==> config.mk <==
export PLATFORM = sky130hd
export DESIGN_NAME = aes_key_sequencer
export DESIGN_NICKNAME = d
export VERILOG_FILES = /design/src/rtl/aes_key_sequencer.sv
export SDC_FILE = /design/constraint.sdc
export NUM_CORES = 2
export LEC_CHECK = 0
export ABC_AREA = 1
export CAP_MARGIN = 40
export CORE_AREA = 2 2 611 613
export DETAILED_ROUTE_END_ITERATION = 16
export DIE_AREA = 0 0 613 615
export PLACE_DENSITY_LB_ADDON = 0.15
export SLEW_MARGIN = 15
export SYNTH_ARGS = -nofsm -noshare
export SYNTH_HDL_FRONTEND = slang
export SYNTH_SLANG_ARGS = --single-unit
==> constraint.sdc <==
create_clock -name clk -period 6.3 [get_ports clk]
set_clock_uncertainty 0.05 [all_clocks]
set_input_delay 1.26 -clock clk [delete_from_list [all_inputs] [get_ports clk]]
set_output_delay 1.26 -clock clk [all_outputs]
set_load 0.03 [all_outputs]
==> src/rtl/aes_key_sequencer.sv <==
// rtl/aes_key_sequencer.sv - stores an AES-128 round-key set and streams it in either order
// Ports:
//   clk, rst_n            clock, asynchronous active-low reset
//   key_valid/key_ready   load handshake for round_key_in (11 x 128-bit round keys)
//   start_valid/ready     stream request; start_decrypt selects reverse order
//   flush                 synchronous abort back to IDLE, store kept
//   rk_valid/rk_ready     output stream handshake carrying rk_out, rk_round, rk_last
//   loaded, busy          status: store holds a set, FSM is streaming
module aes_key_sequencer #(
  parameter int NR = 10
) (
  input  logic                 clk,
  input  logic                 rst_n,
  input  logic                 key_valid,
  output logic                 key_ready,
  input  logic [NR:0][127:0]   round_key_in,
  input  logic                 start_valid,
  input  logic                 start_decrypt,
  output logic                 start_ready,
  input  logic                 flush,
  output logic                 rk_valid,
  input  logic                 rk_ready,
  output logic [127:0]         rk_out,
  output logic [3:0]           rk_round,
  output logic                 rk_last,
  output logic                 loaded,
  output logic                 busy
);

  typedef enum logic {IDLE, STREAM} state_t;

  localparam logic [3:0] LAST_CNT = 4'(NR);

  state_t              state, state_next;
  logic [NR:0][127:0]  store;
  logic [3:0]          cnt;
  logic                dir;
  logic [3:0]          cnt_nx;
  logic [3:0]          round_nx;
  logic                dir_nx;
  logic                key_fire, start_fire, beat_fire;

  always_ff @(posedge clk or negedge rst_n) begin
    if (!rst_n) state <= IDLE;
    else        state <= state_next;
  end

  always_comb begin
    state_next  = state;
    key_ready   = 1'b0;
    start_ready = 1'b0;
    case (state)
      IDLE: begin
        key_ready   = !flush;
        // A key load in the same cycle would change the set under the stream.
        start_ready = loaded && !key_valid && !flush;
        if (start_valid && start_ready) state_next = STREAM;
      end
      STREAM: begin
        if (rk_valid && rk_ready && rk_last) state_next = IDLE;
      end
      default: state_next = IDLE;
    endcase
    if (flush) state_next = IDLE;
  end

  assign busy       = (state == STREAM);
  assign key_fire   = key_valid && key_ready;
  assign start_fire = start_valid && start_ready;
  assign beat_fire  = busy && rk_valid && rk_ready && !flush;

  // Next beat index: 0 on start, otherwise saturating increment (never wraps).
  assign cnt_nx   = start_fire ? 4'd0 : ((cnt == LAST_CNT) ? cnt : cnt + 4'd1);
  assign dir_nx   = start_fire ? start_decrypt : dir;
  assign round_nx = dir_nx ? (LAST_CNT - cnt_nx) : cnt_nx;

  always_ff @(posedge clk or negedge rst_n) begin
    if (!rst_n) begin
      store    <= '0;
      loaded   <= 1'b0;
      cnt      <= 4'd0;
      dir      <= 1'b0;
      rk_valid <= 1'b0;
      rk_out   <= '0;
      rk_round <= 4'd0;
      rk_last  <= 1'b0;
    end else begin
      if (key_fire) begin
        store  <= round_key_in;
        loaded <= 1'b1;
      end
      if (flush) begin
        rk_valid <= 1'b0;
        rk_last  <= 1'b0;
      end else if (start_fire) begin
        dir      <= start_decrypt;
        cnt      <= cnt_nx;
        rk_valid <= 1'b1;
        rk_round <= round_nx;
        rk_out   <= store[round_nx];
        rk_last  <= 1'b0;
      end else if (beat_fire) begin
        if (rk_last) begin
          rk_valid <= 1'b0;
          rk_last  <= 1'b0;
        end else begin
          cnt      <= cnt_nx;
          rk_round <= round_nx;
          rk_out   <= store[round_nx];
          rk_last  <= (cnt_nx == LAST_CNT);
        end
      end
    end
  end

endmodule

Yosys cells after proc, flatten, opt, wreduce, memory -nomap -nowiden
Index checks and enable logic that the tools add are counted.
W data, S select, Z words.
- register bits: 1549
- latch bits: 0
- memory bits (writable): 0
- bits in read-only memories: 0
- input bits: 1415
- output and inout port bits: 138
- logic and storage cells: 73
- memories kept: 0
- add/sub/neg operators: 2
- multiply operators: 0
- div/mod/pow operators: 0
- $lt $le $gt $ge: 1
- eq/ne operators: 3
- shifts and indexed selects: 0
- mux-type cells: 29
- bitwise gates (word level): 2
- reduce and logical (&&, ||, !) cells: 17
- operator list (cell ; count):
    $bmux W128 S4 ; 1
    $mux W128 ; 4
    $mux W4 ; 9
    $mux W1 ; 14
    $logic_and A1 B1 Y1 ; 10
    $eq A4 B4 Y1 const B ; 2
    $reduce_bool A3 Y1 ; 2
    $lt A4 B5 Y1 const B ; 1
    $add A4 B1 Y4 const B ; 1
    $sub A4 B4 Y4 const A ; 1
    $reduce_and A3 Y1 ; 1
    $logic_not A1 Y1 ; 2
    $ne A2 B1 Y1 const B ; 1
    $not A1 Y1 ; 2
    $pmux W1 S2 ; 1
    $reduce_and A2 Y1 ; 1
    $reduce_bool A2 Y1 ; 1

Depth between registers and ports, before layout
- depth in word-level cells: 13
- depth in mapped cells: 21
- gate-level depth less buffers: 17

Worst setup path after synthesis
Ideal clock, no wire load.
- path kind: input to register
- from: input port flush
- to: register rk_out[92]
- setup time: 0.124 ns
- data arrival time: 3.465 ns
- data required time: 6.126 ns
- setup slack: 2.661 ns
- cell stages on the path: 17
- cells stage by stage: inv_2 nand3_1 nor2_1 nor2_2 buf_2 clkbuf_1 ha_1 inv_1 nand3_2 nand2_2 buf_2 buf_1 o211ai_1 nand3_1 nand2_1 nand2_1 nand3_1
- cells in the longest elaborated chain, start to end: 12
- elaborated cells on any way between the ends: 18
- those cells by class: add/sub (1); eq/ne (1); mux (9); bitwise (1); reduce/logical (6)
- ends and longest elaborated chain (element ; RTL line ; source):
    start: declaration ; 20 ; input logic flush,
    $logic_not A1 Y1 ; 56, 70 ;
    $logic_and A1 B1 Y1 ; 56 ; start_ready = loaded && !key_valid && !flush;
    $mux W1 ; 52 ; case (state)
    $logic_and A1 B1 Y1 ; 69 ; assign start_fire = start_valid && start_ready;
    $mux W4 ; 73 ; assign cnt_nx = start_fire ? 4'd0 : ((cnt == LAST_CNT) ? cnt : cnt + 4'd1);
    $sub A4 B4 Y4 ; 75 ; assign round_nx = dir_nx ? (LAST_CNT - cnt_nx) : cnt_nx;
    $mux W4 ; 75 ;
    $bmux W128 S4 ; 100, 109 ;
    $mux W128 (implied by the code) ; 100, 109 ;
    $mux W128 ; 103 ; if (rk_last) begin
    $mux W128 ; 102 ; end else if (beat_fire) begin
    $mux W128 ; 95 ; end else if (start_fire) begin
    end signal: assignment ; 100 ; rk_out <= store[round_nx];
    end signal: assignment ; 109 ; rk_out <= store[round_nx];
    end: declaration ; 23 ; output logic [127:0] rk_out,
Parallel ways exist; a longest one is shown, timed or not. The select of a mux whose other input is x is not followed.
A chain may end at the register's enable or synchronous reset.

Worst setup path after layout
- from: input port flush
- to: register rk_out[3]
- cells in the longest elaborated chain, start to end: 12
- elaborated cells on any way between the ends: 18
- those cells by class: add/sub (1); eq/ne (1); mux (9); bitwise (1); reduce/logical (6)
- ends and longest elaborated chain (element ; RTL line ; source):
    $logic_not A1 Y1 (*) ; 56 ;
    $logic_and A1 B1 Y1 (*) ; 56 ;
    $mux W1 (*) ; 52 ;
    $logic_and A1 B1 Y1 (*) ; 69 ;
    $mux W4 (*) ; 73 ;
    named net cnt_nx[1] ; 38 ; logic [3:0] cnt_nx;
    $sub A4 B4 Y4 ; 75 ;
    $mux W4 (*) ; 75 ;
    $bmux W128 S4 (*) ; 100, 109 ;
    $mux W128 (implied by the code) (*) ; 100, 109 ;
    $mux W128 ; 103 ;
    $mux W128 ; 102 ;
    $mux W128 (*) ; 95 ;
Mark *: on every way through the listed nets, which the timed path passes. The rest lies on a longest branch. The select of a mux whose other input is x is not followed.

==> results_dict.tcl <==
set metrics [dict create \
    outcome "complete, no violations" \
    final_nets 11400 \
    drive_gt1_frac 0.146 \
    ir_worst_vdd_uv 485 \
    cap_violations 0 \
    fp.coreArea_um2 371000 \
    viasPerCell 4.49 \
    grt_max_degree 163 \
    antenna_found_initial 344 \
    fillers 39800 \
    port_buffers 1552 \
    area_growth_pct 38.1 \
    layout_commonest_cell "nand2_1" \
    finalSetupViolCount 0 \
    hold_viol_final 0 \
    num_io_pins 1553 \
    synth_seq_cells 1548 \
    clockRootBuffer "clkbuf_16" \
    start_util 0.204 \
    cts_resized 0 \
    dieWidth_um 613 \
    crit_chain "clkdlybuf4s50_1 > inv_2 > nand4_4 > nand2_1 > inv_2 > ha_1 > inv_1 > nand3_4 > buf_12 > nand3_1 > nand2_1 > nand3_1 > nand2_1 > inv_1 > a21oi_1" \
    synthFlopType "dfrtp_1" \
    crit_top_cell "nand2_1" \
    critPathBufInv 6 \
    cts_buffers 203 \
    synth_area_leader_cell "dfrtp_1" \
    slowest_delay_ps 550 \
    syn_avg_cell_area_um2 8.70 \
    clockBufferDepth 4 \
    syn_inst 8699 \
    drtAntennaViolNets 0 \
    yosys.area.top_type_share 0.512 \
    drc 0 \
    cts_setup_buffers 0 \
    clkLatencyLatePin_ps 920 \
    p_per_area_nw_per_um2 461 \
    die-area_um2 377000 \
    crit_path_end_kind "flop" \
    synth-edff-count 0 \
    h-tree-depth 4 \
    crit_start "flush" \
    tritoncts "built" \
    wl_per_cell_um 29.0 \
    grt_pass1_wl_um 597000 \
    slew_headroom 0.124 \
    yosysUniqueCellTypes 30 \
    gr-total-overflow 0 \
    rows 224 \
    startpoint_type "input pin" \
    synth_nets 10100 \
    die_h_um 615 \
    clkTransAtPathRegs_ps 60 \
    drv_slew 0 \
    arrival_ps 5120 \
    drt_iter0_drc 5640 \
    post-route-min-period_ps 4440 \
    hold_slack_ps 230 \
    cp.required_ps 6970 \
    vias 68800 \
    critPathKind "in -> reg" \
    p_leak_nw 48.7 \
    place_congestion 0.893 \
    synth.area.top_cells "dfrtp_1 (51%), mux2_2 (14%), nand2_1 (12%)" \
    cts_hold_buf 0 \
    max_freq_mhz 225 \
    r2r-start "rk_round[0]$_DFFE_PN0P_" \
    drtPass1Iterations 6 \
    rsz0062_at_grt "no" \
    worst_slew_pin_slew_ps 1310 \
    path_max_fanout 116 \
    ys_warn_count 0 \
    async_flop_share 1.00 \
    cp_top_family "buffers and inverters" \
    fin_tns_setup_ps 0 \
    seq_area_frac_synth 0.512 \
    grt_usage 0.229 \
    hp-class "in -> async" \
    wirelength_um 445000 \
    min_period_over_period 0.705 \
    syn_area_um2 75700 \
    grt_pass1_vias 68800 \
    crit_path_top_delay_cell "clkdlybuf4s50_1" \
    clock_sinks 1548 \
    dp_hpwl_um 336000 \
    mostFrequentLayoutCells "nand2_1 (2380), clkdlybuf4s50_1 (1551), dfrtp_1 (1548)" \
]
## area by class of cell
cell class / instances / area, um^2 / area share
Sequential cell: 1548 / 38700 / 0.371
Inverter: 780 / 2950 / 0.0282
Multi-Input combinational cell: 5761 / 31400 / 0.300
Clock buffer: 301 / 6010 / 0.0575
Clock inverter: 67 / 1030 / 0.00987
Antenna cell: 153 / 383 / 0.00366
Tap cell: 4972 / 6220 / 0.0595
Timing Repair Buffer: 1735 / 17800 / 0.170
## stage by stage
step | worst slack [ps] | std cells | cell area [um^2] | power, mW | util
after global routing | 1730 | 15300 | 104000 | 50.7 | 0.281
after global placement | 1100 | 14800 | 97000 | 35.9 | 0.261
after detailed placement | 1050 | 14800 | 97100 | 35.8 | 0.262
after CTS | 1800 | 15200 | 104000 | 48.7 | 0.281
after floorplan | 2660 | 8699 | 75700 | 24.1 | -
final | 1860 | 15300 | 104000 | 48.1 | 0.282
## worst register-to-register path, delay by kind of cell (launching register included)
kind,cells,cell delay (ps)
buffers and inverters,3,1150
AND/OR/NAND/NOR,9,1330
flip-flops,1,410
adder cells (fa/ha/maj),1,220
AO/OA/AOI/OAI,2,1220
## synthesized netlist by cell type, types with 11 or more instances
cell / count
nor2_1: 700
o211ai_1: 24
mux2_2: 958
inv_1: 772
nand2_1: 2384
o21ai_1: 11
buf_2: 270
dfrtp_1: 1548
nand3b_1: 56
o21ai_0: 134
a21oi_1: 566
buf_1: 43
buf_4: 18
nand3_1: 904
clkbuf_1: 271
## registers in the layout, summed over array words and instances (netlist names), 3 cells and up
signal / cells
store: 1408
rk_out: 128
rk_round: 4
cnt: 3
## power by group
| group | leakage (nW) | total (mW) | internal (mW) | switching (mW) |
|---|---|---|---|---|
| logic | 27.5 | 22.4 | 6.41 | 16.0 |
| registers | 17.7 | 13.1 | 11.9 | 1.20 |
| clock network | 3.46 | 12.6 | 7.53 | 5.05 |
## cell families (layout without fill, tap and decap cells)
logic type	after synthesis	in the layout	share of synthesized area
muxes	958	958	0.143
AOI/OAI and AO/OA	737	737	0.0496
DFF	1548	1548	0.512
buffers and inverters	1390	2883	0.0749
adders and majority gates	4	4	0.000661
other	0	153	0
and+or+nand+nor	4061	4061	0.220
xor gates and xnor gates	1	1	0.000116
## per-layer routing
layer | vias up | global-route usage | share of wire
li1 | 30700 | - | -
met2 | 2530 | 0.346 | 0.45
met4 | 72 | 0.101 | 0.039
met1 | 34700 | 0.308 | 0.45
met5 | - | 0 | 0.0010
met3 | 782 | 0.0537 | 0.069
## path summary, 6_finish.rpt
check                                               to  slack [ps]  cells after the start
worst max-delay path             rk_out[3]$_DFFE_PN0P_        1860                     15
worst min register to register  store[194]$_DFFE_PN0P_         450                      1
worst max register to register  rk_out[95]$_DFFE_PN0P_        1880                     15
min in group clk                store[194]$_DFFE_PN0P_         450                      1
worst min-delay path            store[866]$_DFFE_PN0P_         230                      1
max in group asynchronous       store[272]$_DFFE_PN0P_        4200                      2
Power figures use the tool's default switching activity.
